<file path="src/rtl/counter_ctrl.sv">
// Sequencing controller for a WIDTH-bit up/down counter with one-shot or
// auto-reload terminal handling under start/stop/load commands.
module counter_ctrl #(
    parameter int unsigned WIDTH = 8
) (
    input  logic             clock,
    input  logic             reset_n,
    input  logic             start,
    input  logic             stop,
    input  logic             load,
    input  logic [WIDTH-1:0] load_value,
    input  logic             up_down,
    input  logic             mode,
    input  logic [WIDTH-1:0] limit,
    output logic [WIDTH-1:0] count,
    output logic             busy,
    output logic             done,
    output logic [1:0]       state
);

    typedef enum logic [1:0] {
        IDLE = 2'b00,
        RUN  = 2'b01,
        HOLD = 2'b10,
        DONE = 2'b11
    } state_t;

    state_t           st_q;
    state_t           st_d;
    logic [WIDTH-1:0] count_d;
    logic             busy_d;
    logic             done_d;
    logic             at_term_c;
    logic [WIDTH-1:0] reload_c;

    // Terminal test and reload value both follow the current direction.
    assign at_term_c = up_down ? (count == limit) : (count == '0);
    assign reload_c  = up_down ? '0 : limit;

    // Next-state, next-count and pulse generation; load outranks every state.
    always_comb begin
        st_d    = st_q;
        count_d = count;
        done_d  = 1'b0;

        if (load) begin
            count_d = load_value;
            st_d    = IDLE;
        end else begin
            unique case (st_q)
                IDLE: begin
                    if (start && !stop) begin
                        st_d = RUN;
                    end
                end
                RUN: begin
                    if (stop) begin
                        st_d = HOLD;
                    end else if (at_term_c) begin
                        done_d = 1'b1;
                        if (mode) begin
                            count_d = reload_c;
                        end else begin
                            st_d = DONE;
                        end
                    end else if (up_down) begin
                        count_d = count + WIDTH'(1);
                    end else begin
                        count_d = count - WIDTH'(1);
                    end
                end
                HOLD: begin
                    if (start && !stop) begin
                        st_d = RUN;
                    end
                end
                DONE: begin
                    // stop has no effect once the count has finished
                    if (start) begin
                        st_d    = RUN;
                        count_d = reload_c;
                    end
                end
                default: st_d = IDLE;
            endcase
        end

        busy_d = (st_d == RUN) || (st_d == HOLD);
    end

    // State and output registers with synchronous active-low reset.
    always_ff @(posedge clock) begin
        if (!reset_n) begin
            st_q  <= IDLE;
            count <= '0;
            busy  <= 1'b0;
            done  <= 1'b0;
        end else begin
            st_q  <= st_d;
            count <= count_d;
            busy  <= busy_d;
            done  <= done_d;
        end
    end

    assign state = st_q;

endmodule

</file>
<file path="config.mk">
export PLATFORM = sky130hd
export DESIGN_NAME = counter_ctrl
export DESIGN_NICKNAME = d
export VERILOG_FILES = /design/src/rtl/counter_ctrl.sv
export SDC_FILE = /design/constraint.sdc
export NUM_CORES = 1
export LEC_CHECK = 0
export CORE_MARGIN = 8
export CORE_UTILIZATION = 42
export DETAILED_ROUTE_END_ITERATION = 10
export GPL_TIMING_DRIVEN = 0
export PLACE_DENSITY = 0.75
export SETUP_SLACK_MARGIN = 0.5
export SYNTH_ARGS = -nofsm -noshare
export SYNTH_HDL_FRONTEND = slang
export SYNTH_SLANG_ARGS = --single-unit
</file>
<file path="constraint.sdc">
create_clock -name clock -period 4 [get_ports clock]
set_input_delay 0.4 -clock clock [delete_from_list [all_inputs] [get_ports clock]]
set_output_delay 0.4 -clock clock [all_outputs]
set_load 0.005 [all_outputs]
</file>
# After elaboration in Yosys (flattened, before gate mapping)
# Index checks and enable logic that the tools add are counted.
# W data, S select, Z words.
word_totals:
  wordCells: 43
  output_inout_bits: 12
  reg_bits: 12
  in_bits: 23
op_classes:
  reduce_logical: 9
  n_addsub: 2
  n_bitwise: 2
  n_eq_ne: 9
  n_mux: 17
op_table:
  columns: ["op", "count"]
  rows:
  - ["$mux W8", 7]
  - ["$pmux W8 S2", 1]
  - ["$mux W2", 6]
  - ["$add A8 B1 Y8 const B", 1]
  - ["$eq A8 B8 Y1", 1]
  - ["$logic_not A8 Y1", 1]
  - ["$sub A8 B1 Y8 const B", 1]
  - ["$eq A2 B2 Y1 const B", 3]
  - ["$ne A3 B3 Y1 const B", 2]
  - ["$pmux W2 S3", 1]
  - ["$eq A2 B1 Y1 const B", 2]
  - ["$ne A4 B4 Y1 const B", 1]
  - ["$reduce_and A4 Y1", 1]
  - ["$reduce_or A4 Y1", 1]
  - ["$reduce_bool A3 Y1", 1]
  - ["$logic_not A2 Y1", 1]
  - ["$mux W1", 2]
  - ["$not A1 Y1", 2]
  - ["$reduce_or A2 Y1", 1]
  - ["$logic_and A1 B1 Y1", 1]
  - ["$logic_not A1 Y1", 1]
  - ["$logic_or A1 B1 Y1", 1]

# Depth between registers and ports, before layout
depth:
  depth_word: 8
  depth_mapped: 8

# Worst setup path after synthesis
# Ideal clock, no wire load.
synth_timing:
  path_type: "input-to-reg"
  startpoint: "input up_down"
  endpoint: "register count[6]"
  required_time_ns: 3.872
  setup_slack_ns: 2.168
  arrival_time_ns: 1.704
  stages: 8
  path_buffers: 0
  path_cell_list: "inv_2 ha_1 a21oi_1 a21boi_1 o21a_1 or3_1 nand3_1 a32oi_1"
synth_via:
  elab_chain_cells: 6
  word_cells_on_any_way: 11
  cone_classes: "eq/ne (1); mux (9); reduce/logical (1)"
synth_lines:
  columns: ["item", "line", "text"]
  rows:
  - ["start, declared", "12", "input logic up_down,"]
  - ["$mux W8", "38", "assign reload_c = up_down ? '0 : limit;"]
  - ["$mux W8", "61", "if (mode) begin"]
  - ["$mux W8", "59", "end else if (at_term_c) begin"]
  - ["$mux W8", "57", "if (stop) begin"]
  - ["$pmux W8 S2", "50", "unique case (st_q)"]
  - ["$mux W8", "46", "if (load) begin"]
  - ["end signal, assigned", "100", "count <= count_d;"]
  - ["end, declared", "15", "output logic [WIDTH-1:0] count,"]
# Several ways; a longest one is shown, not always the timed one. The select of a mux whose other input is x is not followed.
# A chain may end at the register's enable or synchronous reset.

# Worst setup path in the final report
layout_timing:
  startpoint: "input up_down"
  endpoint: "register count[7]"
# The elaborated chain is that of the path after synthesis.

==> impl_metrics.tcl <==
set metrics [dict create \
    worstSkewPairLatency_ps 290 \
    worstRegToRegCells 7 \
    fin_setup_tns_ps 0 \
    netlist_area_um2 1075 \
    crit_arrival_ps 2660 \
    report.final.slew_viol_count 0 \
    syn_area_per_cell_um2 8.268 \
    layout-drive-gt1-share_pct 9.524 \
    post-place-ws_ps 1280 \
    syn2layout_area_growth_pct 38.53 \
    rsz0062_at_grt "false" \
    finalSetupViolations 0 \
    holdPathEnd "count[6]" \
    core_area_um2 2455 \
    synth_flop_cell "dfxtp_1" \
    final_util_pct 60.65 \
    grt_pass1_vias 1257 \
    slew_headroom_pct 63.93 \
    peakVddDrop_v 0.0001718 \
    required_ps 4210 \
    final_common_cell "clkdlybuf4s50_1" \
    drc_errors 0 \
    hold_path.class "reg -> reg" \
    period_share_pct 61.36 \
    track_usage_pct 16.40 \
    cts_resized 0 \
    cts_sinks 12 \
    cts_hold_buf 0 \
    cts_tree "done" \
    yosysUniqueCellTypes 44 \
    row_count 18 \
    critPathLaunchType "input port" \
    clock_skew_ps 6.014 \
    dp_hpwl_mm 2.652 \
    critical_path_class "in -> reg" \
    synthCells 130 \
    tightestPinTransition_ps 539.1 \
    final.min_clock_period_ps 2454 \
    vias 1160 \
    cts_buffers 3 \
    gp_congestion 0.8875 \
    antenna_found_initial 0 \
    startpoint "up_down" \
    drtIter0Drc 76 \
    stdcell_count 198 \
    nNetsFinal 199 \
    cap_violations 0 \
    vias_per_cell 5.859 \
    holdPathStages 2 \
    ys_ff_latch 12 \
    synth_edf_count 0 \
    layout_setup_ws_ps 1546 \
    die-height_um 66.59 \
    hold_path_startpoint "count[6]" \
    r2r_slack_ps 1960 \
    synth-async-reset-ratio_pct 0 \
    final-hold-violation-count 0 \
    clkSlewWorstSetupHoldPaths_ps 90 \
    r2r_start "count[1]" \
    post-cts-setup-buffers 0 \
    die_area_um2 4434 \
    htreeDepth 1 \
    initial_core_util_pct 43.78 \
    layout_common_cells "clkdlybuf4s50_1 (34), dfxtp_1 (12), nand3_1 (11)" \
    p_leak_nw 0.5544 \
    powerDensity_nw_per_um2 251.1 \
    syn-num-nets 160 \
    io_pins 35 \
    status "finished, final reports clean" \
    p_total_mw 0.3739 \
    cts_buffer_depth 2 \
    die_x_um 66.59 \
    yosysWarnings 0 \
    grt-ovfl-total 0 \
    postRouteAntennaNets 0 \
    critPathMaxFanout 9 \
    grt_pass1_wl_mm 5.761 \
    endpoint_kind "register" \
    wl_per_cell_um 16.78 \
    grt_max_degree 11 \
    place_inst 194 \
    fmax_ghz 0.4075 \
    diodes 0 \
    cts_root_buf "clkbuf_4" \
    finalWirelength_mm 3.322 \
    firstDrtPassIters 4 \
    io_buffers 34 \
    worstReg2RegEnd "count[7]" \
    synth-seq-area-share_pct 22.35 \
]
-- cells in the mapped netlist, drive strengths merged (2+ instances only) --
library cell | number | area share (%)
a21boi | 2 | 1.4
o221ai | 4 | 5.0
nor2 | 10 | 3.7
a31oi | 2 | 1.2
xnor2 | 10 | 8.1
nand4 | 2 | 1.2
ha | 6 | 7.0
clkbuf | 2 | 0.70
o21ai | 13 | 6.4
xor2 | 5 | 4.1
inv | 4 | 1.4
nand2 | 9 | 3.8
nand2b | 3 | 1.7
a22oi | 4 | 2.8
nor4 | 3 | 3.1
nand3b | 4 | 2.8
a21oi | 8 | 4.4
nand3 | 11 | 5.1
dfxtp | 12 | 22
-- registers in the layout, summed over array words and instances, names as in the netlist --
signal,count
count,8
state,2
busy,1
done,1
-- cell type report --
| class | count | area [um^2] |
|---|---|---|
| repair buffers | 34 | 340.3 |
| fillers | 232 | 965.9 |
| well taps | 30 | 37.54 |
| multi-input cells | 111 | 800.8 |
| flip-flops and latches | 12 | 240.2 |
| clock buffers | 4 | 36.28 |
| plain buffers | 3 | 18.77 |
| inverters | 4 | 15.01 |
-- where the power goes --
group          switching [mW]  internal [mW]  leakage [nW]
clock                  0.0473         0.0554        0.0210
combinational          0.0653         0.0695         0.435
sequential             0.0106          0.126        0.0985
total                   0.123          0.251         0.554
-- worst max-delay path by stage --
stage / to / slack (ps) / cells past startpoint
CTS: count[7] / 1570 / 9
global placement: count[7] / 1280 / 9
detailed placement: count[7] / 1280 / 9
finish: count[7] / 1550 / 9
global route: count[7] / 1320 / 9
floorplan: count[6] / 2170 / 8
-- stage by stage --
stage,hold WS [ps],area (um^2)
6_report,622.0,1489
5_1_grt,655.0,1489
4_1_cts,620.0,1489
3_5_place_dp,608.7,1453
3_3_place_gp,595.2,1453
2_1_floorplan,476.7,1075
-- worst max-delay path, cell delays in order --
cell and delay, ps:
clkdlybuf4s50_1 600, inv_2 160, ha_1 320, a211oi_1 350, o21ai_0 150, a31oi_1 240
xnor2_1 170, nand2_1 90, a31oi_1 190
-- cell families after synthesis --
kind of cell | synth area share (%)
flops | 22.35
fa+ha+maj | 8.847
compound gates | 28.87
buf+inv | 3.143
simple gates | 24.56
xor+xnor | 12.22
-- metal layers --
metal	wire length, um	GRT usage (%)	share of wire [%]	vias up
li1	-	-	-	564
met1	1350	17.73	41	549
met2	1641	27.48	49	38
met3	220	4.698	6.6	9
met4	109	10.13	3.3	0
met5	0	0	0	-
Power figures use the tool's default switching activity.
